<file path="src/rtl/sfp_ctrl.sv">
// sfp_ctrl: sequences psum reads through the accumulate/ReLU stage and writes one result per output location.
module sfp_ctrl #(
    parameter int addr_bw = 11,
    parameter int kij_bw  = 4
) (
    input  logic               clk,
    input  logic               reset,
    input  logic               start,
    input  logic [addr_bw-1:0] cfg_n_out,
    input  logic [kij_bw-1:0]  cfg_n_kij,
    input  logic               cfg_relu,
    output logic               busy,
    output logic               done,
    output logic               pmem_cen,
    output logic [addr_bw-1:0] pmem_addr,
    output logic               sfp_valid_in,
    output logic               sfp_acc_en,
    output logic               sfp_relu_en,
    input  logic               sfp_valid_out,
    output logic               omem_cen,
    output logic               omem_wen,
    output logic [addr_bw-1:0] omem_addr
);
    typedef enum logic [2:0] {IDLE, RUN, FLUSH, DRAIN, DONE} state_t;
    localparam logic [addr_bw-1:0] one_a = 1;
    localparam logic [kij_bw-1:0]  one_k = 1;
    state_t state;
    logic [addr_bw-1:0] n_out, o, base, wr_cnt;
    logic [kij_bw-1:0]  n_kij, kij;
    logic relu, s1_first, s1_job_first, s2_commit, wr;
    // The sum of a location leaves the sfp on the first beat of the next group.
    assign wr          = sfp_valid_out & s2_commit;
    assign omem_cen    = ~wr;
    assign omem_wen    = ~wr;
    assign omem_addr   = wr_cnt;
    assign sfp_relu_en = relu;
    always_ff @(posedge clk) begin
        if (reset) begin
            state        <= IDLE;
            busy         <= 1'b0;
            done         <= 1'b0;
            pmem_cen     <= 1'b1;
            pmem_addr    <= '0;
            sfp_valid_in <= 1'b0;
            sfp_acc_en   <= 1'b0;
            s1_first     <= 1'b0;
            s1_job_first <= 1'b0;
            s2_commit    <= 1'b0;
            n_out        <= '0;
            n_kij        <= '0;
            relu         <= 1'b0;
            o            <= '0;
            kij          <= '0;
            base         <= '0;
            wr_cnt       <= '0;
        end else begin
            sfp_valid_in <= 1'b0;
            sfp_acc_en   <= 1'b0;
            s1_first     <= 1'b0;
            s1_job_first <= 1'b0;
            s2_commit    <= sfp_valid_in & s1_first & ~s1_job_first;
            done         <= 1'b0;
            if (wr) wr_cnt <= wr_cnt + one_a;
            case (state)
                IDLE: if (start) begin
                    n_out  <= cfg_n_out;
                    n_kij  <= cfg_n_kij;
                    relu   <= cfg_relu;
                    o      <= '0;
                    kij    <= '0;
                    base   <= '0;
                    wr_cnt <= '0;
                    busy   <= 1'b1;
                    if (cfg_n_out == '0 || cfg_n_kij == '0) begin
                        state <= DONE;
                        done  <= 1'b1;
                    end else begin
                        state     <= RUN;
                        pmem_cen  <= 1'b0;
                        pmem_addr <= '0;
                    end
                end
                RUN: begin
                    sfp_valid_in <= 1'b1;
                    sfp_acc_en   <= kij != '0;
                    s1_first     <= kij == '0;
                    s1_job_first <= o == '0 && kij == '0;
                    if (kij == n_kij - one_k) begin
                        kij  <= '0;
                        base <= '0;
                        if (o == n_out - one_a) begin
                            state     <= FLUSH;
                            pmem_cen  <= 1'b1;
                            pmem_addr <= '0;
                        end else begin
                            o         <= o + one_a;
                            pmem_addr <= o + one_a;
                        end
                    end else begin
                        kij       <= kij + one_k;
                        base      <= base + n_out;
                        pmem_addr <= base + n_out + o;
                    end
                end
                FLUSH: begin
                    sfp_valid_in <= 1'b1;
                    s1_first     <= 1'b1;
                    state        <= DRAIN;
                end
                DRAIN: if (wr && wr_cnt == n_out - one_a) begin
                    state <= DONE;
                    done  <= 1'b1;
                end
                DONE: begin
                    state <= IDLE;
                    busy  <= 1'b0;
                    relu  <= 1'b0;
                    n_out <= '0;
                    n_kij <= '0;
                end
                default: state <= IDLE;
            endcase
        end
    end
endmodule
</file>
<file path="config.mk">
export PLATFORM = sky130hd
export DESIGN_NAME = sfp_ctrl
export DESIGN_NICKNAME = d
export VERILOG_FILES = /design/src/rtl/sfp_ctrl.sv
export SDC_FILE = /design/constraint.sdc
export NUM_CORES = 1
export LEC_CHECK = 0
export ABC_CLOCK_PERIOD_IN_PS = 3500
export CAP_MARGIN = 40
export CORE_ASPECT_RATIO = 0.5
export CORE_MARGIN = 2
export CORE_UTILIZATION = 30
export CTS_CLUSTER_DIAMETER = 200
export DETAILED_ROUTE_END_ITERATION = 7
export PLACE_DENSITY = 0.52
export SLEW_MARGIN = 40
export SYNTH_ARGS = -nofsm -noshare
export SYNTH_HDL_FRONTEND = slang
export SYNTH_SLANG_ARGS = --single-unit
</file>
<file path="constraint.sdc">
create_clock -name clk -period 3.5 [get_ports clk]
set_clock_uncertainty 0.05 [all_clocks]
set_input_delay 0.525 -clock clk [delete_from_list [all_inputs] [get_ports clk]]
set_output_delay 0.525 -clock clk [all_outputs]
set_load 0.005 [all_outputs]
</file>
# ---- Word-level counts from Yosys, hierarchy flattened
# Cells that the tools add are included.
dict set report classes {
  reduce_logical 19
  muxes 42
  bitwise 6
  n_eq_ne 13
  add_sub_neg 7
}
# op n
set op_table {}
lappend op_table {{$mux W11} 12}
lappend op_table {{$pmux W11 S2} 4}
lappend op_table {{$add A11 B1 Y11 const B} 2}
lappend op_table {{$add A11 B11 Y11} 2}
lappend op_table {{$eq A11 B11 Y1} 2}
lappend op_table {{$logic_not A11 Y1} 2}
lappend op_table {{$pmux W4 S2} 2}
lappend op_table {{$mux W3} 5}
lappend op_table {{$mux W4} 3}
lappend op_table {{$ne A2 B2 Y1 const B} 6}
lappend op_table {{$pmux W3 S4} 1}
lappend op_table {{$sub A11 B1 Y11 const B} 1}
lappend op_table {{$mux W1} 10}
lappend op_table {{$pmux W1 S2} 5}
lappend op_table {{$logic_not A4 Y1} 2}
lappend op_table {{$reduce_and A4 Y1} 2}
lappend op_table {{$eq A3 B2 Y1 const B} 2}
lappend op_table {{$reduce_and A5 Y1} 1}
lappend op_table {{$add A4 B1 Y4 const B} 1}
lappend op_table {{$eq A4 B4 Y1} 1}
lappend op_table {{$reduce_and A2 Y1} 2}
lappend op_table {{$reduce_bool A2 Y1} 2}
lappend op_table {{$reduce_bool A4 Y1} 1}
lappend op_table {{$reduce_or A2 Y1} 2}
lappend op_table {{9 further kinds} 14}
dict set report totals {
  reg_bits 75
  in_bits 20
  out_inout_bits 30
  elab_cells 104
}

# ---- Logic depth before layout (Yosys ltp)
# Gate-level depths: netlist of the first run.
dict set report logic_depth {
  depth_word 5
  depth_mapped 14
  ltp_nobuf 14
}

# ---- Least setup slack after synthesis of the first run
# Ideal clock, no wire load.
dict set report synth_path {
  path_kind {register to register}
  from {register n_out[1]}
  to {register pmem_addr[10]}
  arrival_ps 3100
  path_stages_with_launch 13
  t_required_ps 3364
  synth_period_minus_slack_ps 3235
  slack_ps 265
  setup_ps 86
  path_cell_list {dfxtp_1 > ha_1 > a21oi_1 > o211ai_1 > o41ai_1 > o21ai_0 > xor2_1 > ha_1 > and3_1 > a2111oi_0 > o311ai_0 > xor2_1 > a211oi_1}
}
dict set report synth_via {
  elab_chain_len 5
}
# item line_no
set synth_lines {}
lappend synth_lines {{start, declared} 28} ;# logic [addr_bw-1:0] n_out, o, base, wr_cnt;
lappend synth_lines {{start signal, assigned} 66} ;# n_out <= cfg_n_out;
lappend synth_lines {{parallel branches: the longest is 3 deep, another holds $add A11 B11 Y11} --}
lappend synth_lines {{$mux W11 (*)} 88} ;# if (kij == n_kij - one_k) begin
lappend synth_lines {{$pmux W11 S2 (*)} 64} ;# case (state)
lappend synth_lines {{end signal, assigned} 97} ;# pmem_addr <= o + one_a;
lappend synth_lines {{end signal, assigned} 102} ;# pmem_addr <= base + n_out + o;
lappend synth_lines {{end, declared} 15} ;# output logic [addr_bw-1:0] pmem_addr,
# Every way passes the cells marked *.
# A chain may end at the register's enable or synchronous reset.

# ---- Worst setup path after layout of the first run
dict set report layout_path {
  from {register base[1]}
  to {register pmem_addr[10]}
}
dict set report layout_via {
  elab_chain_len 4
}
# item line_no
set layout_lines {}
lappend layout_lines {{start, declared} 28}
lappend layout_lines {{start signal, assigned} 101} ;# base <= base + n_out;
lappend layout_lines {{$add A11 B11 Y11 (2 in series)} 102}
lappend layout_lines {{$mux W11} 88}
lappend layout_lines {{$pmux W11 S2} 64}
# Every way passes these cells.

==> metrics.txt, run 1 <==
TritonCTS buffer count=9; number of synthesized flops with an enable pin=0; vias in the first global route=4269; crit path capture type=flop; GR Layer Usage met3=0.04122; routing usage on met1=0.2580; power per cell area=380.1 nW/um^2; share of the synthesized area in the top cell type=0.3001; Fill cells=1691; Achievable Freq=0.3122 GHz; DRT iter0 DRCs=350; synth unique cells=between 70 and 80; CP arrival=3.39 ns; antenna violations before repair=0; largest family of logic cells by synthesized area=simple AND/OR/NAND/NOR gates; Worst Tran Pin Value=0.6880 ns; VDD IR-drop max=roughly 0.19 mV; drt pass-1 iters=5; Post-Synthesis Net Count=655; TNS Setup=0 ns; CTS tree=done; H-tree depth=3; pin count of the biggest net entering global routing=36; leading area contributor after synthesis=dfxtp_1; global-route wire length before repair=between 20000 and 25000 um; dpl hpwl=around 11000 um; Compound-Gate Fraction of Synth Area=0.2118; routed via count=around 4600; Worst-path clk slew=about 0.06 ns; top cells by area in the synthesized netlist=dfxtp_1 30%, ha_1 6.8%, xnor2_1 6.7%; mux share of post-synthesis cell area=0.004001; Max FO, Critical Path=6; post-synthesis cell count=~610; Worst Hold Class=flop to flop; drt via density=5.256; Root Driver=clkbuf_16; Initial Util=0.3060; post_cts resized=0; Area Overhead vs Synth=20.03%; synth cell count leaders=82 x nor2_1, 75 x dfxtp_1, 38 x xnor2_1; Final ANT Viol Nets=0; drt total wl=14980 um; Critical Path Source Type=flop; RSZ-0062 raised after global routing=no; Avg Cell Area, Syn=8.257 um^2; Tmin final=approximately 3.2 ns; Global Route Usage Sum=0.1736; CTS Buffer Depth=2; die width=186.6 um; Syn Std Cell Area=5004 um^2; predominant post-synthesis flop cell=dfxtp_1; leakage=roughly 2.2 nW; flops & latches, synth=75; Post-Synth Adder-Cell Area=0.07552; clk_lat worst skew=0.33 ns; Clock Sinks=75; DR WL/cell=between 15 and 20 um; Post-Synth Simple-Gate Area=0.2328; Area after DPL=5708 um^2; max cap viols=0; Die Y=95.32 um; Antenna Cells=0; count leader, synth=nor2_1; global routing's busiest layer=met1; DRC viols=0; Final #Nets=693; final instance area=6006 um^2; PortBufs=49; GRT Residual Overflow=0; async set or reset register ratio after synthesis=0; Worst EP required=3.69 ns; Seq/Total Area, Yosys=0.3001; Post-CTS Setup Bufs=0; status=complete, no violations; num ports=50; type of the worst setup path=flop to flop; CTS Hold Bufs=0; Final period util=0.9153; Slew HR=0.5414; met2 GRT Util=0.2512; Final Hold Fails=0; xor-xnor portion of the synthesized cell area=0.1183; global placement routability congestion=between 0.8 and 0.9; layout cells sized above 1=0.09259; Row Count=33; yosys warns=0; Pins Over Slew Limit=0; die area=approximately 18000 um^2; Core Box Area=16350 um^2; final-report setup violation count=0
kinds of logic (layout without fill, tap and decap cells):
logic type	Yosys count	count (layout)
AOI/OAI and AO/OA	145	145
xor gates and xnor gates	66	66
adders and majority gates	29	29
buffers and inverters	61	103
DFF	75	75
muxes	2	2
and+or+nand+nor	228	228
layout by cell type, fill, tap and decap left out, types with 11 or more instances in the layout:
cell type	n
a22oi_1	30
xnor2_1	38
nand2_1	37
ha_1	27
buf_4	18
a21oi_1	30
o21ai_0	18
nand4_1	11
clkdlybuf4s50_1	48
dfxtp_1	75
nor2_1	82
inv_1	21
nand3_1	23
xor2_1	27
nor3_1	16
metal layers:
metal	vias up	wire, um
met5	-	0
met4	0	128
met3	13	824
met2	114	6061
met1	2197	7965
li1	2275	-
critical path: stages (launching register included):
cell and delay [ns]:
dfxtp_1 0.37, ha_1 0.26, a21oi_2 0.18, o211ai_1 0.16, o41ai_2 0.28, o21ai_0 0.16
xor2_1 0.22, ha_1 0.32, and3_1 0.20, a2111oi_2 0.33, o311ai_1 0.17, xor2_1 0.17
a211oi_1 0.24
through the flow:
step | worst slack [ns] | hold WS (ns) | utilization | power, W | instances
CTS | 0.01930 | 0.3846 | 0.3660 | 0.002312 | 875
detailed placement | 0.1161 | 0.3686 | 0.3491 | 0.001396 | 860
global placement | 0.2533 | 0.3535 | 0.3491 | 0.001393 | 860
floorplan | 0.2649 | 0.3245 | - | 0.001250 | 606
global route | 0.003584 | 0.4076 | 0.3673 | 0.002402 | 875
finish | 0.2966 | 0.3794 | 0.3673 | 0.002283 | 875
registers in the layout, indices dropped and copies added (netlist names):
name / count
pmem_cen: 1
sfp_relu_en: 1
s1_job_first: 1
sfp_valid_in: 1
n_out: 11
busy: 1
s1_first: 1
state: 3
kij: 4
omem_addr: 11
base: 11
s2_commit: 1
done: 1
o: 11
pmem_addr: 11
n_kij: 4
sfp_acc_en: 1
final timing paths:
path | slack (ns) | cells past startpoint | endpoint | from
worst min register to register | 0.38 | 1 | s2_commit$_SDFF_PP0_ | s1_job_first$_SDFF_PP0_
worst max-delay path | 0.30 | 12 | pmem_addr[10]$_SDFFE_PP0P_ | base[1]$_SDFFE_PP0P_
worst min-delay path | 0.38 | 1 | s2_commit$_SDFF_PP0_ | s1_job_first$_SDFF_PP0_
worst max register to register | 0.30 | 12 | pmem_addr[10]$_SDFFE_PP0P_ | base[1]$_SDFFE_PP0P_
cell type report:
type	instances	area, um^2	share of cell area
clock inverters	3	40.04	0.006667
flip-flops and latches	75	1501	0.2500
clock buffers	12	236.5	0.03938
multi-input cells	470	3244	0.5402
well taps	227	284.0	0.04729
inverters	21	78.83	0.01312
repair buffers	67	620.6	0.1033
report_power, final:
group | internal [W] | switching (W) | total (W) | leakage, nW
registers | 0.000884 | 0.0000315 | 0.000915 | 0.609
clock network | 0.000547 | 0.000355 | 0.000902 | 0.136
logic | 0.000200 | 0.000266 | 0.000466 | 1.45
total | 0.00163 | 0.000652 | 0.00228 | 2.19
Note: power is estimated with default switching activity, not from simulation.
==> run 2, diff against run 1 <==
- CAP_MARGIN: 40 -> 20
- CORE_UTILIZATION: 30 -> 45
- PLACE_DENSITY: 0.52 -> 0.71
==> run 2 against run 1 <==
Global-route usage up 5.4 points; worst setup slack got worse by 0.14 ns; clock-buffer cell count up 2; maximum frequency fell by 4.2%; clock power down 3.8%; worst hold slack got worse by 0.029 ns; sequential share of layout area increased by 0.47 points; critical path depth unchanged; routed wire length decreased by 9.1%; largest cell class unchanged.
==> metrics.txt, run 2 (same netlist as run 1, synthesis figures left out) <==
max cap viols=0 (unchanged); leakage=2.201 nW (was 2.193 nW); dpl hpwl=9977 um (was 11300 um); Critical Path Source Type=flop (unchanged); TNS Setup=0 ns (unchanged); drt total wl=13610 um (was 14980 um); Achievable Freq=0.2990 GHz (was 0.3122 GHz); DRT iter0 DRCs=456 (was 350); Antenna Cells=0 (unchanged); global-route wire length before repair=21850 um (was 24070 um); drt via density=5.852 (was 5.256); type of the worst setup path=flop to flop (unchanged); Clock Sinks=75 (unchanged); CTS Hold Bufs=0 (unchanged); Final ANT Viol Nets=0 (unchanged); Worst Hold Class=flop to flop (unchanged); Final #Nets=692 (was 693); CTS tree=done (unchanged); CP arrival=3.54 ns (was 3.39 ns); GRT Residual Overflow=0 (unchanged); CTS Buffer Depth=2 (unchanged); Root Driver=clkbuf_16 (unchanged); commonest non-fill, non-tap cell in the layout=nor2_1 (unchanged); power per cell area=380.9 nW/um^2 (was 380.1 nW/um^2); Die Y=78.56 um (was 95.32 um); layout cells sized above 1=0.09259 (unchanged); Multi-input gate area=3246 um^2 (was 3244 um^2); Slew HR=0.5207 (was 0.5414); Global Route Usage Sum=0.2271 (was 0.1736); Reg2Reg Setup Slack=0.16 ns (was 0.30 ns); PortBufs=49 (unchanged); pin count of the biggest net entering global routing=37 (was 36); Core Box Area=10910 um^2 (was 16350 um^2); status=complete, no violations (unchanged); Fill cells=1035 (was 1691); Worst EP required=3.69 ns (about the same); VDD IR-drop max=0.1830 mV (was 0.1912 mV); drt pass-1 iters=5 (unchanged); final-report setup violation count=0 (unchanged); final instance area=5894 um^2 (was 6006 um^2); Area Overhead vs Synth=17.80% (was 20.03%); commonest non-fill, non-tap cells in the layout=81 x nor2_1, 75 x dfxtp_1, 48 x clkdlybuf4s50_1, 38 x xnor2_1, 37 x nand2_1 (was 82 x nor2_1, 75 x dfxtp_1, 48 x clkdlybuf4s50_1, 38 x xnor2_1, 37 x nand2_1); antenna violations before repair=0 (unchanged); post_cts resized=0 (unchanged); vias in the first global route=4175 (was 4269); Max FO, Critical Path=6 (unchanged); RSZ-0062 raised after global routing=yes (was no); DR WL/cell=17.16 um (was 17.12 um); die area=12030 um^2 (was 17790 um^2); Final period util=0.9555 (was 0.9153); Worst Tran Pin Value=0.7163 ns (was 0.6880 ns); DP Cell Count=777 (was 860); register area=1501 um^2 (unchanged); DRC viols=0 (unchanged); num ports=50 (unchanged); H-tree depth=3 (unchanged); Area after DPL=5600 um^2 (was 5708 um^2); routed via count=4641 (was 4599); global placement routability congestion=0.9328 (was 0.8622); crit path capture type=flop (unchanged); fin util=0.5402 (was 0.3673); TritonCTS buffer count=9 (unchanged); Initial Util=0.4585 (was 0.3060); Pins Over Slew Limit=0 (unchanged); Layout Cells excl Fill=793 (was 875); Row Count=27 (was 33); Final Hold Fails=0 (unchanged); Post-CTS Setup Bufs=0 (unchanged); Tmin final=3.344 ns (was 3.203 ns); clk_lat worst skew=0.33 ns (about the same); Worst-path clk slew=0.06 ns (about the same); die width=153.1 um (was 186.6 um)
run 2: cell type report:
type,count,area share
clock buffer,14,0.04479
clock inverter,2,0.001698
inverter,21,0.01337
multi-input combinational,470,0.5506
sequential,75,0.2547
tap,145,0.03078
timing repair buffer,66,0.1040
run 2: final timing paths:
path                                               from                         end  depth (start not counted)
worst max-delay path               base[1]$_SDFFE_PP0P_  pmem_addr[10]$_SDFFE_PP0P_                         12
worst min register to register  s1_job_first$_SDFF_PP0_        s2_commit$_SDFF_PP0_                          1
worst max register to register     base[1]$_SDFFE_PP0P_  pmem_addr[10]$_SDFFE_PP0P_                         12
worst min-delay path            s1_job_first$_SDFF_PP0_        s2_commit$_SDFF_PP0_                          1
run 2: metrics by stage:
step / hold WS (ns) / setup slack, ns / power (W)
after floorplan: 0.3245 / 0.2649 / 0.001250
after global placement: 0.3512 / 0.2789 / 0.001377
after detailed placement: 0.3438 / 0.2042 / 0.001386
after CTS: 0.3541 / 0.05787 / 0.002249
after global routing: 0.3630 / -0.08017 / 0.002356
final: 0.3508 / 0.1557 / 0.002245
run 2: routing by layer:
metal,GRT usage,vias up,part of all wire
met5,0,-,0
met4,0.04352,0,0.0048
met3,0.06461,9,0.089
met2,0.3281,208,0.41
met1,0.3341,2141,0.49
li1,-,2283,-
run 2: where the power goes:
part	switching [W]	total, W	internal [W]
combinational	0.000264	0.000462	0.000198
clock	0.000351	0.000868	0.000518
sequential	0.0000311	0.000915	0.000884
run 2: critical path, cell delays in order (launching register included):
cell       delay, ns
dfxtp_1         0.37
ha_1            0.24
a21oi_1         0.20
o211ai_1        0.20
o41ai_2         0.29
o21ai_0         0.17
xor2_1          0.23
ha_1            0.33
and3_1          0.19
a2111oi_0       0.38
o311ai_1        0.20
xor2_1          0.18
a211oi_1        0.22
==> run 3, diff against run 2 <==
- CORE_MARGIN: 2 -> 4
- SKIP_CTS_REPAIR_TIMING: unset -> 1
==> run 3 against run 2 <==
First-iteration DRC count increased by 8.1%; power increased by 7.3%; sequential power about the same; register-to-register slack about the same; global-route usage decreased by 0.41 points; sequential cell count unchanged; critical path type unchanged.
==> metrics.txt, run 3 (same netlist as run 1, synthesis figures left out) <==
CP arrival=3.54 ns (about the same); Final ANT Viol Nets=0 (unchanged); combinational share of power=0.194 (was 0.206); Area after DPL=5584 um^2 (was 5600 um^2); commonest non-fill, non-tap cell in the layout=nor2_1 (unchanged); CTS tree=done (unchanged); Critical Path End=pmem_addr[10]$_SDFFE_PP0P_ (unchanged); drt pass-1 iters=5 (unchanged); Global Route Usage Sum=0.2229 (was 0.2271); pin count of the biggest net entering global routing=34 (was 37); Pins Over Slew Limit=0 (unchanged); antenna violations before repair=0 (unchanged); commonest non-fill, non-tap cells in the layout=82 x nor2_1, 75 x dfxtp_1, 48 x clkdlybuf4s50_1, 38 x xnor2_1, 37 x nand2_1 (was 81 x nor2_1, 75 x dfxtp_1, 48 x clkdlybuf4s50_1, 38 x xnor2_1, 37 x nand2_1); Root Driver=clkbuf_16 (unchanged); Core Box Area=10510 um^2 (was 10910 um^2); leakage=2.216 nW (was 2.201 nW); DR top layer=met4 (unchanged); layout cells sized above 1=0.1002 (was 0.09259); Final Hold Fails=0 (unchanged); fin util=0.5669 (was 0.5402); routed wl met2=6088 um (was 5614 um); H-tree depth=3 (unchanged); Row Count=26 (was 27); DRT iter0 DRCs=493 (was 456); DR WL/cell=17.98 um (was 17.16 um); Worst Hold Class=flop to flop (unchanged); Tot Pwr=0.002410 W (was 0.002245 W); Slew HR=0.5835 (was 0.5207); Layout Cells excl Fill=789 (was 793); VDD IR-drop max=0.2607 mV (was 0.1830 mV); NetSw=0.0006632 W (was 0.0006457 W); DP Cell Count=771 (was 777); reg2reg start=base[1]$_SDFFE_PP0P_ (unchanged); crit path capture type=flop (unchanged); Final period util=0.9553 (was 0.9555); Max FO, Critical Path=6 (unchanged); Clock Sinks=75 (unchanged); Tmin final=3.344 ns (about the same); crit path from=base[1]$_SDFFE_PP0P_ (unchanged); CTS Buffer Depth=2 (unchanged); global placement routability congestion=0.9552 (was 0.9328); Die Y=82.56 um (was 78.56 um); Critical Path Source Type=flop (unchanged); drt total wl=14190 um (was 13610 um); PnR worst setup slack=0.1565 ns (was 0.1557 ns); power per cell area=404.5 nW/um^2 (was 380.9 nW/um^2); clk_lat worst skew=0.34 ns (was 0.33 ns); Antenna Cells=0 (unchanged); die width=157.1 um (was 153.1 um); Area Overhead vs Synth=19.05% (was 17.80%); Worst EP required=3.70 ns (was 3.69 ns); Reg2Reg Capture Point=pmem_addr[10]$_SDFFE_PP0P_ (unchanged); num ports=50 (unchanged); M1 WL=6628 um (was 6718 um); Final #Nets=693 (was 692); Net Sw Frac=0.2752 (was 0.2876); GRT Residual Overflow=0 (unchanged); routed via count=4670 (was 4641); post-place setup slack=0.08689 ns (was 0.2042 ns); Reg2Reg Setup Slack=0.16 ns (about the same); max cap viols=0 (unchanged); dpl hpwl=10380 um (was 9977 um); clock share of power=0.426 (was 0.387); Reg2Reg Depth=12 (unchanged); type of the worst setup path=flop to flop (unchanged); global-route wire length before repair=22670 um (was 21850 um); PortBufs=49 (unchanged); final instance area=5957 um^2 (was 5894 um^2); die area=12970 um^2 (was 12030 um^2); Initial Util=0.4762 (was 0.4585); TritonCTS buffer count=9 (unchanged); DRC viols=0 (unchanged); Sequential Power Share=0.379 (was 0.408); drt via density=5.919 (was 5.852); met3 wirelength from detailed routing=1297 um (was 1211 um); Worst Tran Pin Value=0.6248 ns (was 0.7163 ns); final-report setup violation count=0 (unchanged); vias in the first global route=4505 (was 4175); status=complete, no violations (unchanged); Achievable Freq=0.2991 GHz (was 0.2990 GHz); Worst-path clk slew=0.06 ns (about the same); Power Internal=0.001747 W (was 0.001600 W)
## run 3: worst max-delay path: stages (launching register included)
cell,delay [ns]
dfxtp_1,0.38
ha_1,0.27
a21oi_2,0.18
o211ai_1,0.17
o41ai_2,0.35
o21ai_0,0.17
xor2_1,0.23
ha_2,0.34
and3_1,0.19
a2111oi_2,0.36
o311ai_1,0.17
xor2_1,0.17
a211oi_1,0.22
## run 3: per-stage QoR
stage,hold WS [ns],setup TNS (ns)
detailed placement,0.3349,0
CTS,0.3424,0
finish,0.3387,0
global placement,0.3322,0
floorplan,0.3245,0
global route,0.3428,-0.07097
## run 3: power groups by stage
stage | sequential (W) | clock (W) | combinational (W)
finish | 0.000914 | 0.00103 | 0.000468
global route | 0.000919 | 0.00107 | 0.000512
CTS | 0.000914 | 0.00104 | 0.000459
detailed placement | 0.000933 | 0 | 0.000455
global placement | 0.000932 | 0 | 0.000446
floorplan | 0.000922 | 0 | 0.000329
## run 3: layout make-up
class                   count  area, um^2
clock buffers              12       256.5
clock inverters             4       72.57
fillers                   973        4551
inverters                  21       78.83
multi-input cells         470        3252
flip-flops and latches     75        1501
well taps                 140       175.2
repair buffers             67       620.6
## run 3: worst min-delay path by stage
stage / depth (start not counted) / from / to
after floorplan: 1 / s1_job_first$_SDFF_PP0_ / s2_commit$_SDFF_PP0_
after global placement: 1 / s1_job_first$_SDFF_PP0_ / s2_commit$_SDFF_PP0_
after detailed placement: 1 / s1_job_first$_SDFF_PP0_ / s2_commit$_SDFF_PP0_
after CTS: 1 / s1_job_first$_SDFF_PP0_ / s2_commit$_SDFF_PP0_
after global routing: 1 / s1_job_first$_SDFF_PP0_ / s2_commit$_SDFF_PP0_
final: 1 / s1_job_first$_SDFF_PP0_ / s2_commit$_SDFF_PP0_
## run 3: metal layers
metal / track usage / vias to the layer above
li1: - / 2271
met1: 0.2960 / 2191
met2: 0.3551 / 186
met3: 0.06403 / 22
met4: 0.06781 / 0
met5: 0 / -
